[src/rtl/decoder_scan.sv]
// decoder_scan: registered 2**N-way decoder with two modes.
// In direct mode it decodes the select input. In scan mode it steps through
// every output on its own, holding each one for DWELL enabled cycles and
// pulsing wrap when the index rolls over from the last output back to 0.
// All outputs are registered, so each one follows its inputs by exactly one cycle.
// There is no handshake: y/idx/wrap are valid on every cycle after reset.
module decoder_scan #(
    parameter int N          = 3,
    parameter int DWELL      = 4,
    parameter int ACTIVE_LOW = 1
) (
    input  logic              clk,
    input  logic              reset,
    input  logic              e3,
    input  logic              e2n,
    input  logic              e1n,
    input  logic              mode,
    input  logic [N-1:0]      in,
    output logic [2**N-1:0]   y,
    output logic [N-1:0]      idx,
    output logic              wrap
);

    localparam int M  = 2**N;
    localparam int DW = (DWELL > 1) ? $clog2(DWELL) : 1;
    localparam logic [DW-1:0] DLAST    = DW'(DWELL - 1);
    localparam logic [M-1:0]  INACTIVE = (ACTIVE_LOW != 0) ? {M{1'b1}} : {M{1'b0}};

    // One-hot select for output k, driven with the configured polarity.
    function automatic logic [M-1:0] decode(input logic [N-1:0] k);
        logic [M-1:0] oh;
        oh    = '0;
        oh[k] = 1'b1;
        return (ACTIVE_LOW != 0) ? ~oh : oh;
    endfunction

    logic [M-1:0]  y_q, y_d;
    logic [N-1:0]  idx_q, idx_d;
    logic [DW-1:0] dwell_q, dwell_d;
    logic          wrap_q, wrap_d;
    logic          mode_q, mode_d;
    logic          en;
    logic [N-1:0]  idx_inc;

    assign en      = e3 & ~e2n & ~e1n;
    assign idx_inc = idx_q + N'(1);

    // Next-state: a scan entry edge wins, then a disable, then direct decode, then scan stepping.
    always_comb begin
        y_d     = INACTIVE;
        idx_d   = idx_q;
        dwell_d = dwell_q;
        wrap_d  = 1'b0;
        mode_d  = mode;
        if (mode && !mode_q) begin
            // Entering scan always restarts at index 0, even while disabled.
            idx_d   = '0;
            dwell_d = '0;
            if (en) begin
                y_d = decode('0);
            end
        end else if (!en) begin
            // Disabled: outputs inactive, scan position frozen for later resume.
            y_d = INACTIVE;
        end else if (!mode) begin
            y_d = decode(in);
        end else if (dwell_q != DLAST) begin
            dwell_d = dwell_q + DW'(1);
            y_d     = decode(idx_q);
        end else begin
            // Last dwell cycle of this index: advance and flag a rollover.
            dwell_d = '0;
            idx_d   = idx_inc;
            y_d     = decode(idx_inc);
            wrap_d  = (idx_q == {N{1'b1}});
        end
    end

    // State and output registers with synchronous reset.
    always_ff @(posedge clk) begin
        if (reset) begin
            y_q     <= INACTIVE;
            idx_q   <= '0;
            dwell_q <= '0;
            wrap_q  <= 1'b0;
            mode_q  <= 1'b0;
        end else begin
            y_q     <= y_d;
            idx_q   <= idx_d;
            dwell_q <= dwell_d;
            wrap_q  <= wrap_d;
            mode_q  <= mode_d;
        end
    end

    assign y    = y_q;
    assign idx  = idx_q;
    assign wrap = wrap_q;

endmodule

[config.mk]
export PLATFORM = sky130hd
export DESIGN_NAME = decoder_scan
export DESIGN_NICKNAME = d
export VERILOG_FILES = /design/src/rtl/decoder_scan.sv
export SDC_FILE = /design/constraint.sdc
export NUM_CORES = 1
export LEC_CHECK = 0
export CAP_MARGIN = 20
export CORE_MARGIN = 1.5
export CORE_UTILIZATION = 53
export CTS_BUF_LIST = sky130_fd_sc_hd__clkbuf_4
export DETAILED_ROUTE_END_ITERATION = 12
export PLACE_DENSITY = 0.86
export SLEW_MARGIN = 10
export SYNTH_ARGS = -nofsm -noshare
export SYNTH_HDL_FRONTEND = slang
export SYNTH_SLANG_ARGS = --single-unit
[constraint.sdc]
create_clock -name clk -period 3.6 [get_ports clk]
set_input_delay 0.36 -clock clk [delete_from_list [all_inputs] [get_ports clk]]
set_output_delay 0.36 -clock clk [all_outputs]
set_load 0.01 [all_outputs]
==> impl_summary.log <==
[metrics] Top Ports: 21
[metrics] Worst EP required: 3.75 ns
[metrics] number of synthesized flops with an enable pin: 0
[metrics] Peak Freq: 519 MHz
[metrics] overall fraction of global-route tracks in use: 0.217
[metrics] Avg WL per Cell: 14.0 microns
[metrics] post-CTS setup buffer count: 0
[metrics] share of post-route cells with drive strength above 1: 0.0917
[metrics] Chip Height: 41.8 microns
[metrics] Critical path buffers and inverters: 0
[metrics] critical path fanouts, max: 13
[metrics] sum of overflow across all layers after global routing: 0
[metrics] leading cell types by count after synthesis: 15 x sky130_fd_sc_hd__dfxtp_1, 7 x sky130_fd_sc_hd__nor2_1, 7 x sky130_fd_sc_hd__o21ai_0
[metrics] Power per Cell Area: 291 mW/mm^2
[metrics] via count of the first global-routing pass: 672
[metrics] Area Growth Syn to Fin: 28.3%
[metrics] maximum clock skew at final layout: 0.00324 ns
[metrics] non-filler instance count after layout: 124
[metrics] Critical-path top delay cell: sky130_fd_sc_hd__dfxtp_1
[metrics] final cell utilization of the core: 0.760
[metrics] Power Internal: 0.000233 W
[metrics] switching portion of total power: 0.221
[metrics] most frequently used cell type in the post-synthesis netlist: sky130_fd_sc_hd__dfxtp_1
[metrics] Critical R2R Launch: idx[0]
[metrics] final weighted congestion of routability-driven global placement: 0.790
[metrics] worst hold-check path type: reg -> reg
[metrics] clock transition at the register clock pins on the worst setup and hold paths after CTS: 0.09 ns
[metrics] type of the setup path with the least slack: reg -> reg
[metrics] antenna fix cells: 0
[metrics] shortest period the worst path allows: a little under 2 ns
[metrics] distinct cell type count after synthesis: 29
[metrics] Area contributors post-synth: sky130_fd_sc_hd__dfxtp_1 38%, sky130_fd_sc_hd__ha_1 4.7%, sky130_fd_sc_hd__o21ai_0 4.4%
[metrics] hold path startpoint: dwell_q[1]
[metrics] Yosys Warn Count: 0
[metrics] critical path capture point type: flip-flop
[metrics] num rows: 13
[metrics] part of the Yosys area used for sequential elements: 0.376
[metrics] post-placement worst setup slack: 1.71 ns
[metrics] net switching component of the power: 0.0000658 W
[metrics] share of total power in sequential cells: 0.563
[metrics] FILL cells: 102
[metrics] Clock Sink Count: 15
[metrics] R2R Path End: y[1]
[metrics] Final WS setup: 1.67 ns
[metrics] cell area after synthesis: 800 sq um
[metrics] floorplan core area: 0.00135 sq mm
[metrics] unrepaired setup endpoints after global routing: no
[metrics] clock latency reported for the late side of the worst-skew pair: 0.27 ns
[metrics] cts bufs inserted: 3
[metrics] vias post-DR: 740
[metrics] longest individual stage delay on the worst path: 0.56 ns
[metrics] count of buffers from port buffering: 20
[metrics] number of synthesized register bits: 15
[metrics] root buffer cell: sky130_fd_sc_hd__clkbuf_4
[metrics] initial antenna violation count: 0
[metrics] instance count after placement with tap cells included: 120
[metrics] accumulated negative setup slack: 0 ns
[metrics] Final Max Tran Viols: 0
[metrics] floorplan die area: 0.00175 sq mm
[metrics] CTS tree: done
[metrics] Max-Cap Viols: 0
[metrics] final setup violation count: 0
[metrics] number of H-tree levels: 1
[metrics] Top Family by Delay on Critical Path: flip-flops
[metrics] setup slack of the most critical reg-to-reg path: 1.67 ns
[metrics] initial drt markers: 16
[metrics] run status: finished clean
[metrics] Detail Route Antenna Nets: 0
[metrics] first-pass GRT wire length: 2.96 mm
[metrics] pin count of the biggest net entering global routing: 15
[metrics] Vias per Instance: 5.97
[metrics] starting density of the core: 0.592
[metrics] CP most frequent cell: sky130_fd_sc_hd__ha_1
[metrics] most area-hungry cell type in the Yosys netlist: sky130_fd_sc_hd__dfxtp_1
[metrics] worst reg2reg path depth: 5
[metrics] Pre-antenna DRT Iters: 4
[metrics] clock network fraction of design power: 0.344
[metrics] normalized max-slew margin: 0.678
[metrics] share of synthesized registers carrying an async set or reset: 0
[metrics] slew at the pin with the worst max-slew slack: roughly 0.48 ns
[metrics] Die X: 41.8 microns
[metrics] Worst Hold Depth: 2
[metrics] combinational share of power: 0.093
[metrics] remaining routing DRC violations: 0
[metrics] syn_nets: around 100
[metrics] worst vdd ir: 0.257 mV
[metrics] worst path cell trace: ha_1 > ha_1 > or3_1 > a21oi_1 > o21ai_0
[metrics] Max Buffers Root-to-Sink: 2
[metrics] Final Net Count: 122
[metrics] Resize count post-CTS: 0
[metrics] number of buffers added to fix hold violations after cts: 0
[metrics] ratio of final minimum period to clock period: 0.536
[metrics] startpoint type of the worst setup path: flip-flop
[metrics] wire length after detailed routing: 1.74 mm
[metrics] Worst Hold Endpoint: dwell_q[1]
[metrics] number of hold violations in the final report: 0
[metrics] detailed placement HPWL: 1.25 mm
[metrics] top-area cell type share of the netlist area: 0.376
[metrics] Mapped Avg Cell Area: around 9.0 sq um
[metrics] leakage power summed over all cells: 0.369 nW
[metrics] arrival time reported for the critical path endpoint: 2.08 ns
[metrics] total power of the final layout: 0.000298 W
[metrics] gate count of the mapped netlist: 89
[metrics] flip-flop cell with the highest count after synthesis: sky130_fd_sc_hd__dfxtp_1
placed cells by master, fill, tap and decap left out, types with 4 or more instances in the layout:
cell type and count:
sky130_fd_sc_hd__a21oi_1 4, sky130_fd_sc_hd__and3_1 4, sky130_fd_sc_hd__clkbuf_4 4, sky130_fd_sc_hd__clkdlybuf4s50_1 20, sky130_fd_sc_hd__dfxtp_1 15, sky130_fd_sc_hd__nor2_1 7, sky130_fd_sc_hd__nor3b_1 4, sky130_fd_sc_hd__o21ai_0 7
sky130_fd_sc_hd__o221ai_1 4, sky130_fd_sc_hd__or3b_2 4
kinds of logic (layout without fill, tap and decap cells):
kind of cell	count (synthesis)	count (layout)	synth area share
compound gates	21	21	0.177
mux	3	3	0.0376
simple gates	40	40	0.321
flops	15	15	0.376
fa+ha+maj	3	3	0.0470
buf+inv	7	27	0.0423
worst register-to-register path, cell delays in order, from the launching register on:
cell and delay (ns):
sky130_fd_sc_hd__dfxtp_1 0.56, sky130_fd_sc_hd__ha_1 0.21, sky130_fd_sc_hd__ha_1 0.30, sky130_fd_sc_hd__or3_1 0.41
sky130_fd_sc_hd__a21oi_1 0.21, sky130_fd_sc_hd__o21ai_0 0.12
final cells by class:
class                           count  area [sq um]  area share
Multi-Input combinational cell     67           465       0.454
Sequential cell                    15           300       0.293
Inverter                            3          11.3      0.0110
Tap cell                           15          18.8      0.0183
Timing Repair Buffer               20           200       0.195
Clock buffer                        4          30.0      0.0293
worst max path at each step:
stage	cells after the start	start	slack (ns)	to
2_1_floorplan	5	idx[1]	1.91	y[3]
3_3_place_gp	4	mode	1.69	idx[2]
3_5_place_dp	4	mode	1.71	idx[2]
4_1_cts	5	idx[0]	1.69	y[1]
5_1_grt	5	idx[0]	1.56	y[3]
6_report	5	idx[0]	1.67	y[1]
metal layers:
metal  vias up  global-route usage  wire [microns]
met5         -                   0               0
met4         0              0.0774              37
met3         4              0.0522              94
met2        24               0.347             807
met1       335               0.283             799
li1        377                   -               -
power groups by stage:
| stage | sequential (W) | combinational (W) | clock, W |
|---|---|---|---|
| after global placement | 0.000172 | 0.0000269 | 0 |
| final | 0.000168 | 0.0000279 | 0.000103 |
| after detailed placement | 0.000172 | 0.0000275 | 0 |
| after CTS | 0.000168 | 0.0000278 | 0.000103 |
| after floorplan | 0.000172 | 0.0000122 | 0 |
| after global routing | 0.000168 | 0.0000304 | 0.000112 |
registers in the layout, indices dropped and copies added, names as in the netlist:
register / count
y: 8
idx: 3
dwell_q: 2
mode_q: 1
wrap: 1
per-stage QoR:
step	hold WS [ns]	instance area (sq um)
3_3_place_gp	0.484	996
5_1_grt	0.580	1030
4_1_cts	0.529	1030
2_1_floorplan	0.432	800
3_5_place_dp	0.507	996
6_report	0.523	1030
(Power assumes the default switching activity.)
